## config.mk

```make
export PLATFORM = sky130hd
export DESIGN_NAME = pipeline_ctrl
export DESIGN_NICKNAME = d
export VERILOG_FILES = /design/src/rtl/pipeline_ctrl.sv
export SDC_FILE = /design/constraint.sdc
export NUM_CORES = 1
export LEC_CHECK = 0
export CORE_MARGIN = 8
export CORE_UTILIZATION = 50
export CTS_CLUSTER_DIAMETER = 150
export DETAILED_ROUTE_END_ITERATION = 6
export GPL_ROUTABILITY_DRIVEN = 0
export PLACE_DENSITY = 0.81
export SETUP_SLACK_MARGIN = 0.5
export SLEW_MARGIN = 40
export SYNTH_ARGS = -nofsm -noshare
export SYNTH_HDL_FRONTEND = slang
export SYNTH_SLANG_ARGS = --single-unit
```

## constraint.sdc

```tcl
create_clock -name clk -period 4.5 [get_ports clk]
set_input_delay 0.45 -clock clk [delete_from_list [all_inputs] [get_ports clk]]
set_output_delay 0.45 -clock clk [all_outputs]
set_load 0.05 [all_outputs]
```

## src/rtl/pipeline_ctrl.sv

```systemverilog
// Hazard and sequencing controller for a 5-stage pipeline: per-stage load enables and
// bubble flushes, memory-wait handling with timeout trap, and stall/flush perf counters.
module pipeline_ctrl #(
  parameter int unsigned CNT_W  = 32,
  parameter int unsigned TO_W   = 8,
  parameter int unsigned MEM_TO = 255
) (
  input  logic             clk,
  input  logic             rst,
  input  logic [4:0]       i_id_rs1_addr,
  input  logic [4:0]       i_id_rs2_addr,
  input  logic             i_id_uses_rs1,
  input  logic             i_id_uses_rs2,
  input  logic [4:0]       i_ex_rd_addr,
  input  logic             i_ex_is_load,
  input  logic             i_ex_br_taken,
  input  logic             i_mem_req,
  input  logic             i_mem_ready,
  output logic             o_pc_en,
  output logic             o_pc_redirect,
  output logic             o_if_id_en,
  output logic             o_if_id_flush,
  output logic             o_id_ex_en,
  output logic             o_id_ex_flush,
  output logic             o_ex_mem_en,
  output logic             o_mem_wb_flush,
  output logic             o_trap,
  output logic [CNT_W-1:0] o_stall_cnt,
  output logic [CNT_W-1:0] o_flush_cnt
);

  localparam logic [1:0] ST_RUN      = 2'd0;
  localparam logic [1:0] ST_MEM_WAIT = 2'd1;
  localparam logic [1:0] ST_HALT     = 2'd2;

  localparam logic            TO_EN   = (MEM_TO != 0);
  localparam logic [TO_W-1:0] TO_LAST = TO_W'(MEM_TO - 1);

  logic [1:0]       r_state;
  logic [1:0]       w_state_nxt;
  logic [TO_W-1:0]  r_to_cnt;
  logic [TO_W-1:0]  w_to_cnt_nxt;
  logic             r_trap;
  logic             w_trap_nxt;
  logic [CNT_W-1:0] r_stall_cnt;
  logic [CNT_W-1:0] r_flush_cnt;
  logic             w_mem_stall;
  logic             w_load_use;
  logic             w_rs1_hit;
  logic             w_rs2_hit;
  logic             w_stall_inc;
  logic             w_flush_inc;

  assign w_mem_stall = i_mem_req & ~i_mem_ready;
  assign w_rs1_hit   = i_id_uses_rs1 & (i_id_rs1_addr == i_ex_rd_addr);
  assign w_rs2_hit   = i_id_uses_rs2 & (i_id_rs2_addr == i_ex_rd_addr);
  assign w_load_use  = i_ex_is_load & (i_ex_rd_addr != 5'd0) & (w_rs1_hit | w_rs2_hit);

  // State, timeout counter and sticky trap
  always_ff @(posedge clk or posedge rst) begin
    if (rst) begin
      r_state  <= ST_RUN;
      r_to_cnt <= '0;
      r_trap   <= 1'b0;
    end else begin
      r_state  <= w_state_nxt;
      r_to_cnt <= w_to_cnt_nxt;
      r_trap   <= w_trap_nxt;
    end
  end

  always_comb begin
    w_state_nxt  = r_state;
    w_to_cnt_nxt = r_to_cnt;
    w_trap_nxt   = r_trap;
    case (r_state)
      ST_HALT: begin
        w_state_nxt = ST_HALT;
      end
      default: begin
        if (w_mem_stall) begin
          if (TO_EN && (r_to_cnt == TO_LAST)) begin
            w_state_nxt = ST_HALT;
            w_trap_nxt  = 1'b1;
          end else begin
            w_state_nxt = ST_MEM_WAIT;
          end
          if (r_to_cnt != '1) w_to_cnt_nxt = r_to_cnt + TO_W'(1);
        end else begin
          // Ready (or no access) resolves the wait; this cycle runs the normal rules.
          w_state_nxt  = ST_RUN;
          w_to_cnt_nxt = '0;
        end
      end
    endcase
  end

  // Pipeline controls: zero-latency decode of state, hazards and reset
  always_comb begin
    o_pc_en        = 1'b1;
    o_pc_redirect  = 1'b0;
    o_if_id_en     = 1'b1;
    o_if_id_flush  = 1'b0;
    o_id_ex_en     = 1'b1;
    o_id_ex_flush  = 1'b0;
    o_ex_mem_en    = 1'b1;
    o_mem_wb_flush = 1'b0;
    if (rst) begin
      o_pc_en        = 1'b0;
      o_if_id_en     = 1'b0;
      o_if_id_flush  = 1'b1;
      o_id_ex_en     = 1'b0;
      o_id_ex_flush  = 1'b1;
      o_ex_mem_en    = 1'b0;
      o_mem_wb_flush = 1'b1;
    end else if (r_state == ST_HALT) begin
      o_pc_en     = 1'b0;
      o_if_id_en  = 1'b0;
      o_id_ex_en  = 1'b0;
      o_ex_mem_en = 1'b0;
    end else if (w_mem_stall) begin
      o_pc_en        = 1'b0;
      o_if_id_en     = 1'b0;
      o_id_ex_en     = 1'b0;
      o_ex_mem_en    = 1'b0;
      o_mem_wb_flush = 1'b1;
    end else if (i_ex_br_taken) begin
      // ID holds a wrong-path instruction, so any load-use match is moot.
      o_pc_redirect = 1'b1;
      o_if_id_flush = 1'b1;
      o_id_ex_flush = 1'b1;
    end else if (w_load_use) begin
      o_pc_en       = 1'b0;
      o_if_id_en    = 1'b0;
      o_id_ex_flush = 1'b1;
    end
  end

  assign w_stall_inc = (r_state != ST_HALT) & ~o_pc_en;
  assign w_flush_inc = o_pc_redirect;

  // Saturating performance counters
  always_ff @(posedge clk or posedge rst) begin
    if (rst) begin
      r_stall_cnt <= '0;
      r_flush_cnt <= '0;
    end else begin
      if (w_stall_inc && (r_stall_cnt != '1)) r_stall_cnt <= r_stall_cnt + CNT_W'(1);
      if (w_flush_inc && (r_flush_cnt != '1)) r_flush_cnt <= r_flush_cnt + CNT_W'(1);
    end
  end

  assign o_trap      = r_trap;
  assign o_stall_cnt = r_stall_cnt;
  assign o_flush_cnt = r_flush_cnt;

endmodule
```

==> results.ini, run 1 <==
[logic_synthesis]
synth_warnings = 0
synth_top_cells_by_area = dfrtp_1 (49%), xor2_1 (11%), xnor2_1 (7.1%), nand3_1 (3.8%), nand2_1 (3.5%)
synth_seq_area_share = 0.490
yosysTopAreaCell = dfrtp_1
synth_top_area_share = 0.490
synthesis.area_um2 = 3830
post-synth-top-count-cell = dfrtp_1
async_flop_share = 1.00
ys_seq_elements = 75
synth_flop_cell = dfrtp_1
synth_fa_ha_area_frac = 0.0131
muxShareOfSynthArea = 0.00392
synth_top_family_by_area = simple AND/OR/NAND/NOR gates
synthSimpleGateAreaFrac = 0.265
syn_inst = 370
syn-num-nets = 397
synth.top_cells.by_count = dfrtp_1 (75), xor2_1 (47), nand2_1 (36), xnor2_1 (31), nand3_1 (29)
avgSynthCellArea_um2 = 10.3
synth_edf_count = 0
yosys.cell_types.count = 39
synth-compound-area-share = 0.0235
synth_xor_area_frac = 0.178

[timing]
max_freq_mhz = 301
grt_setup_unrepaired = false
setup_viol = 0
finalHoldViolations = 0
final.period_utilization = 0.738
skew_ns = 0.00716
worst_slack_ns = 1.18
final_max_slew_viol_count = 0
worstMarginPinSlew_ns = 0.648
fin_crit_ns = 3.32
max-slew-margin-rel = 0.568
setup_tns_ns = 0

[grt]
grt_overflow = 0
grt_pass1_wl_um = 15500
grt_max_degree = 52
grt_pass1_vias = 3144
grt_usage = 0.171
antenna_found_initial = 0

[die]
dieHeight_um = 104
pin_count = 96
rows = 32
core_um2 = 7570
die_w_um = 104
die_area_um2 = 10700
start_util = 0.506

[setup_path]
required_ns = 4.05
reg2reg_depth = 7
crit_fanout = 4
start_kind = primary input
r2r_slack_ns = 2.14
critical_path.endpoint_type = primary output
timing.rr.end = o_stall_cnt[1]$_DFFE_PP0P_
critPathArrivalTime_ns = 2.87
crit_type = in2out
r2r_start = o_stall_cnt[0]$_DFFE_PP0P_

[route]
detail-route-antenna-nets = 0
vias_per_cell = 5.35
dr.pass1.iters = 4
first_iter_violations = 111
routed_wl_um = 9120
wl_per_cell_um = 15.9
dr_total_vias = 3074
drc = 0

[cells_and_area]
fin_nets = 496
fin_area_um2 = 5060
final_util = 0.668
drive_above_1_share = 0.0571
num_antenna_cells = 0
layout-area-overhead-vs-synth_pct = 32.1

[placement]
dp_hpwl_um = 6750
dpl_cell_area_um2 = 4870
portBuffers = 95
dp_slack_ns = 1.16

[cts]
ctsRootBufferMaster = clkbuf_8
cts_setup_buffers = 0
clkLatencyLatePin_ns = 0.34
clockBufferDepth = 2
cts.clk_slew.worst_paths_ns = 0.08
cts_hold_buf = 0
cts.sinks = 75
h-tree-depth = 3
cts_tree = built
post_cts_resized = 0
cts_buffers = 9

[hold_path]
hold_class = reg2reg
hp-start = o_trap$_DFFE_PP0P_
whs_endpoint = o_trap$_DFFE_PP0P_
whs_path_depth = 1

[power]
ir_worst_vdd_mv = 0.149
pwr_density_cell_nw_per_um2 = 268
p_leak_nw = 2.15
finalPower_mw = 1.36

[run]
max_cap_viol_count = 0

[run_status]
status = completed

-- cell type report --
class,instances,area (um2)
Clock buffer,9,124
Clock inverter,6,57.6
Fill cell,563,2510
Inverter,9,33.8
Multi-Input combinational cell,275,1850
Sequential cell,75,1880
Tap cell,102,128
Timing Repair Buffer,99,985
-- power breakdown --
part	leakage (nW)	internal, mW	switching (mW)	total, mW
clock	0.0946	0.249	0.240	0.489
combinational	1.08	0.0603	0.0992	0.159
sequential	0.969	0.688	0.0200	0.708
-- worst max path at each step --
stage	startpoint	end	slack [ns]
floorplan	rst	o_id_ex_flush	0.58
global placement	i_ex_rd_addr[0]	o_if_id_en	1.19
detailed placement	i_ex_rd_addr[0]	o_if_id_en	1.16
CTS	i_ex_rd_addr[0]	o_if_id_en	1.16
global route	i_ex_rd_addr[0]	o_if_id_en	1.11
finish	i_ex_rd_addr[0]	o_if_id_en	1.18
-- registers in the layout, summed over array words and instances (netlist names) --
signal,flops
o_trap,1
r_state,2
o_stall_cnt,32
r_to_cnt,8
o_flush_cnt,32
-- cell usage in the layout, fill, tap and decap left out, types with 3 or more instances in the layout --
cell,Yosys,layout
nand4_1,18,18
nor3b_1,4,4
nor4b_1,3,3
ha_1,4,4
nand2_1,36,36
nand3_1,29,29
xor2_1,47,47
and2_1,8,8
xnor2_1,31,31
nor2_1,22,22
nor2b_1,3,3
buf_4,3,3
and4_1,9,9
and3_1,9,9
clkinv_2,0,4
dfrtp_1,75,75
nor3_1,17,17
clkbuf_8,0,9
clkdlybuf4s50_1,0,95
inv_1,9,8
nor4_1,15,15
-- cells by family after synthesis --
kind of cell	Yosys count
buf+inv	20
compound gates	10
flops	75
mux	1
simple gates	182
xor+xnor	78
fa+ha+maj	4
-- routing by layer --
metal | up-vias | global-route usage | wire length [um]
li1 | 1496 | - | -
met1 | 1495 | 0.209 | 4060
met2 | 70 | 0.284 | 4440
met3 | 13 | 0.0415 | 456
met4 | 0 | 0.0661 | 161
met5 | - | 0 | 0
-- worst max-delay path: stages --
cell and delay, ns:
clkdlybuf4s50_1 0.47, or4_1 0.54, o21ai_1 0.18, nor2_1 0.07
a21boi_2 0.28, clkdlybuf4s50_1 0.87
-- metrics by stage --
| stage | cells | hold slack [ns] |
|---|---|---|
| after detailed placement | 560 | 0.463 |
| final | 575 | 0.480 |
| after CTS | 575 | 0.480 |
| after floorplan | 370 | 0.497 |
| after global placement | 558 | 0.454 |
| after global routing | 575 | 0.512 |
(Power assumes the default switching activity.)
==> inputs of run 2 (changes only) <==
Settings changed: CORE_UTILIZATION 50 to 45, PLACE_DENSITY 0.81 to 0.77.
Clock period 4.5 ns to 3 ns, I/O delays scaled along.
==> results.ini, run 2 (same netlist as run 1, synthesis figures left out) <==
[run_status]
status = completed

[timing]
grt_setup_unrepaired = false
worstMarginPinSlew_ns = 0.538  ; -0.110 ns
max-slew-margin-rel = 0.640  ; +0.0723
max_freq_mhz = 415
final_max_slew_viol_count = 0  ; unchanged
setup_tns_ns = 0  ; unchanged
setup_viol = 0  ; unchanged
final.period_utilization = 0.803
fin_crit_ns = 2.41
skew_ns = 0.0132  ; +0.00601 ns
finalHoldViolations = 0  ; unchanged
worst_slack_ns = 0.591  ; -0.589 ns

[setup_path]
crit_top_cell = buf_12
critPathSlowestCell = or4_1
r2r_start = o_stall_cnt[8]$_DFFE_PP0P_
start_kind = primary input
critPathLaunch = i_ex_rd_addr[0]
max_stage_delay_ns = 0.55  ; -0.32 ns
r2r_slack_ns = 0.72  ; -1.42 ns
endpoint = o_if_id_en
required_ns = 2.70  ; -1.35 ns
crit_type = in2out
path_cells = clkdlybuf4s50_1 -> or4_1 -> o21ai_1 -> nor2_1 -> a21boi_2 -> buf_12 -> buf_12
critical_path.endpoint_type = primary output
reg2reg_depth = 7  ; unchanged
critPathArrivalTime_ns = 2.11  ; -0.76 ns
crit_fanout = 17  ; +13
timing.rr.end = o_stall_cnt[1]$_DFFE_PP0P_

[power]
clockPowerShare = 0.386  ; +0.026
p_sw_frac = 0.254  ; -0.0104
ir_worst_vdd_mv = 0.333  ; +120%
p_leak_nw = 2.21  ; +3.1%
pwr-share-comb = 0.116  ; -0.002
power.internal_mw = 1.59  ; +60%
switchingPower_mw = 0.543  ; +51%
p_seq_frac = 0.498  ; -0.024
pwr_density_cell_nw_per_um2 = 410  ; +53%

[cts]
h-tree-depth = 3  ; unchanged
cts_tree = built
ctsRootBufferMaster = clkbuf_8
cts.clk_slew.worst_paths_ns = 0.07  ; about the same
clockBufferDepth = 2  ; unchanged
cts_hold_buf = 0  ; unchanged
clkLatencyLatePin_ns = 0.33  ; about the same
cts.sinks = 75  ; unchanged
cts_buffers = 9  ; unchanged

[die]
die_w_um = 108  ; +4.6%
pin_count = 96  ; unchanged
rows = 33  ; +3.1%
core_um2 = 8220  ; +8.6%
die_area_um2 = 11700  ; +9.4%
start_util = 0.466  ; -0.0400
dieHeight_um = 108  ; +4.6%

[grt]
grt_usage = 0.164  ; -0.00697
grt_pass1_vias = 3167  ; +0.73%
grt_pass1_wl_um = 15500  ; +0.18%
antenna_found_initial = 0  ; unchanged
grt_max_degree = 37  ; -29%
grt_overflow = 0  ; unchanged

[run]
max_cap_viol_count = 0  ; unchanged

[route]
first_iter_violations = 149  ; +34%
dr.pass1.iters = 4  ; unchanged
routed_wl_um = 9550  ; +4.8%
dr_total_vias = 3119  ; +1.5%
drc = 0  ; unchanged
vias_per_cell = 5.37  ; +0.42%
wl_per_cell_um = 16.4  ; +3.7%
detail-route-antenna-nets = 0  ; unchanged

[cells_and_area]
num_antenna_cells = 0  ; unchanged
final_common_cell = clkdlybuf4s50_1
layout_common_cells = clkdlybuf4s50_1 (89), dfrtp_1 (75), xor2_1 (47)
drive_above_1_share = 0.0777  ; +0.0206
layout-area-overhead-vs-synth_pct = 36.1
fin_area_um2 = 5210  ; +3.0%
fin_nets = 499  ; +0.60%
final_util = 0.634  ; -0.0341

[placement]
dp_slack_ns = 0.463  ; -0.700 ns
portBuffers = 95  ; unchanged
dp_hpwl_um = 6980  ; +3.4%
dpl_cell_area_um2 = 4970  ; +1.9%

[hold_path]
hold_class = in2async

[run 2: through the flow]
step	power, mW	std cells	hold slack (ns)
global route	2.22	581	0.425
global placement	1.33	564	0.458
detailed placement	1.33	564	0.466
finish	2.14	581	0.423
floorplan	1.22	370	0.497
CTS	2.16	579	0.417
[run 2: cell type report]
cell class	instances	area [um2]
Clock buffer	10	128
Clock inverter	5	78.8
Fill cell	677	3010
Inverter	9	37.5
Multi-Input combinational cell	275	1880
Sequential cell	75	1880
Tap cell	105	131
Timing Repair Buffer	102	1080
[run 2: how the worst min path moves through the flow]
stage                            startpoint                      end  slack [ns]  depth (start not counted)
finish                                  rst  r_to_cnt[7]$_DFFE_PP0P_        0.42                          2
global route                            rst  r_to_cnt[7]$_DFFE_PP0P_        0.43                          2
CTS                                     rst  r_to_cnt[7]$_DFFE_PP0P_        0.42                          2
detailed placement       o_trap$_DFFE_PP0P_       o_trap$_DFFE_PP0P_        0.47                          1
global placement         o_trap$_DFFE_PP0P_       o_trap$_DFFE_PP0P_        0.46                          1
floorplan           r_to_cnt[5]$_DFFE_PP0P_  r_to_cnt[5]$_DFFE_PP0P_        0.50                          2
[run 2: what timing repair did]
item	CTS	global route
cloned	0	1
buffers inserted	0	1
endpoints found under the setup margin	1	4
hold endpoints to repair	0	0
pin swaps	0	1
gates resized for setup	1	1
[run 2: per-layer routing]
layer / wire length (um) / GRT usage / vias to the layer above
met1: 4150 / 0.207 / 1546
li1: - / - / 1501
met2: 4930 / 0.274 / 66
met3: 385 / 0.0381 / 6
met5: 0 / 0 / -
met4: 85 / 0.0476 / 0
[run 2: power by group through the flow]
stage / clock, mW / combinational, mW / sequential [mW]
2_1_floorplan: 0 / 0.0627 / 1.16
3_3_place_gp: 0 / 0.247 / 1.08
3_5_place_dp: 0 / 0.251 / 1.08
4_1_cts: 0.848 / 0.252 / 1.06
5_1_grt: 0.895 / 0.263 / 1.07
6_report: 0.825 / 0.248 / 1.06
[run 2: critical path: cells and delay by family]
| kind | cells | cell delay, ns |
|---|---|---|
| AND/OR/NAND/NOR | 2 | 0.62 |
| AO/OA/AOI/OAI | 2 | 0.37 |
| buffers and inverters | 3 | 0.81 |
==> inputs of run 3 (changes only) <==
Clock period 3 ns to 2.2 ns, I/O delays scaled along.
==> results.ini, run 3 (same netlist as run 1, synthesis figures left out) <==
[grt]
grt_overflow = 0  ; unchanged
antenna_found_initial = 0  ; unchanged
grt_max_degree = 38  ; +2.7%
grt_pass1_wl_um = 18900  ; +22%
grt_usage = 0.202  ; +0.0382
grt_pass1_vias = 3767  ; +19%

[cells_and_area]
final_common_cell = buf_4
fin_nets = 602  ; +21%
fill_cells = 441  ; -35%
layout-area-overhead-vs-synth_pct = 75.4
layout_common_cells = buf_4 (89), dlygate4sd2_1 (77), dfrtp_1 (52)
num_antenna_cells = 0  ; unchanged
fin_area_um2 = 6710  ; +29%
drive_above_1_share = 0.436  ; +0.358

[timing]
grt_setup_unrepaired = true
max-slew-margin-rel = 0.638  ; -0.00186
worstMarginPinSlew_ns = 0.545  ; +0.00663 ns
final_max_slew_viol_count = 0  ; unchanged
setup_viol = 0  ; unchanged
fin_crit_ns = 2.03
finalHoldViolations = 0  ; unchanged
final.period_utilization = 0.922
max_freq_mhz = 493
skew_ns = 0.0145  ; +0.00129 ns
setup_tns_ns = 0  ; unchanged

[cts]
cts_buffers = 9  ; unchanged
cts.sinks = 75  ; unchanged
cts.clk_slew.worst_paths_ns = 0.09  ; +0.02 ns
ctsRootBufferMaster = clkbuf_8
cts_tree = built
h-tree-depth = 3  ; unchanged
clkLatencyLatePin_ns = 0.35  ; +0.02 ns
clockBufferDepth = 2  ; unchanged

[route]
detail-route-antenna-nets = 0  ; unchanged
vias_per_cell = 5.69  ; +5.9%
first_iter_violations = 201  ; +35%
dr.pass1.iters = 4  ; unchanged
wl_per_cell_um = 20.9  ; +27%
dr_total_vias = 3896  ; +25%
drc = 0  ; unchanged
routed_wl_um = 14300  ; +50%

[setup_path]
critPathArrivalTime_ns = 2.30  ; +0.19 ns
crit_type = reg2reg
start_kind = flip-flop
critical_path.endpoint_type = flip-flop
required_ns = 2.47  ; -0.23 ns
crit_fanout = 3  ; -14

[power]
pwr-share-comb = 0.131  ; +0.015
p_leak_nw = 3.14  ; +42%
p_seq_frac = 0.488  ; -0.010
pwr_density_cell_nw_per_um2 = 442  ; +7.7%
switchingPower_mw = 0.790  ; +46%
clockPowerShare = 0.381  ; -0.005
p_sw_frac = 0.266  ; +0.0122
ir_worst_vdd_mv = 0.353  ; +6.0%
power.internal_mw = 2.18  ; +37%

[run]
max_cap_viol_count = 0  ; unchanged

[placement]
portBuffers = 95  ; unchanged
dp_hpwl_um = 7240  ; +3.7%
dpl_cell_area_um2 = 5190  ; +4.5%

[die]
die_w_um = 108  ; unchanged
core_um2 = 8220  ; unchanged
die_area_um2 = 11700  ; unchanged
start_util = 0.466  ; unchanged
dieHeight_um = 108  ; unchanged
pin_count = 96  ; unchanged
rows = 33  ; unchanged

[run_status]
status = completed

[hold_path]
hold_class = in2async

## run 3: cell count changes in the layout (fill, tap and decap cells not counted), moves of 11 or more
cell,before,now
buf_4,5,89
buf_6,0,13
clkdlybuf4s50_1,89,5
dfrtp_1,75,52
dfrtp_2,0,23
dlygate4sd2_1,1,77
nor2_1,22,11
nor3_1,16,4
nor4_1,15,1
## run 3: what timing repair did
item,CTS,global route
pin swaps,34,36
gates cloned,3,3
setup buffers,43,39
hold buffers,0,0
resized for setup,168,75
setup endpoints to repair,132,62
## run 3: cell type report
type	count	area (um2)	share of cell area
inverters	9	37.5	0.00559
flip-flops and latches	75	1910	0.284
multi-input cells	276	2500	0.373
clock inverters	1	30.0	0.00447
repair buffers	204	1930	0.287
well taps	105	131	0.0196
clock buffers	15	176	0.0263
## run 3: worst max-delay path: stages, from the launching register on
cell and delay [ns]:
dfrtp_1 0.39, nand4_1 0.19, nor2_4 0.20, buf_6 0.14, buf_4 0.10, buf_4 0.11
nand2_1 0.06, nor2_1 0.28, nor4bb_4 0.31, xor2_1 0.16
## run 3: through the flow
step / cells / util / hold WS, ns / worst slack, ns / power (mW)
finish: 685 / 0.817 / 0.0313 / 0.172 / 2.97
detailed placement: 581 / 0.632 / 0.458 / -0.135 / 1.83
CTS: 643 / 0.736 / 0.382 / 0.346 / 2.93
global placement: 581 / 0.632 / 0.462 / -0.0882 / 1.82
floorplan: 370 / - / 0.460 / 0.00788 / 1.67
global route: 685 / 0.817 / 0.0308 / 0.0972 / 3.07
## run 3: power groups by stage
stage | clock [mW] | sequential (mW) | combinational [mW]
after floorplan | 0 | 1.58 | 0.0899
after global placement | 0 | 1.48 | 0.348
after detailed placement | 0 | 1.48 | 0.354
after CTS | 1.12 | 1.44 | 0.369
after global routing | 1.21 | 1.45 | 0.407
final | 1.13 | 1.45 | 0.388
## run 3: per-layer routing
metal	wire [um]	share of wire	track usage	up-vias
met2	7190	0.50	0.344	202
met3	958	0.067	0.0482	44
met5	0	0	0	-
met4	467	0.033	0.0882	0
met1	5680	0.40	0.238	1936
li1	-	-	-	1714
## run 3: worst paths after layout
path	startpoint	to	slack (ns)	cells past startpoint
worst min-delay path	rst	r_to_cnt[6]$_DFFE_PP0P_	0.03	3
worst max register to register	o_stall_cnt[11]$_DFFE_PP0P_	o_stall_cnt[27]$_DFFE_PP0P_	0.17	9
worst min register to register	o_flush_cnt[21]$_DFFE_PP0P_	o_flush_cnt[21]$_DFFE_PP0P_	0.49	1
max in group asynchronous	rst	o_stall_cnt[4]$_DFFE_PP0P_	1.41	4
min in group clk	o_flush_cnt[21]$_DFFE_PP0P_	o_flush_cnt[21]$_DFFE_PP0P_	0.49	1
worst max-delay path	o_stall_cnt[11]$_DFFE_PP0P_	o_stall_cnt[27]$_DFFE_PP0P_	0.17	9
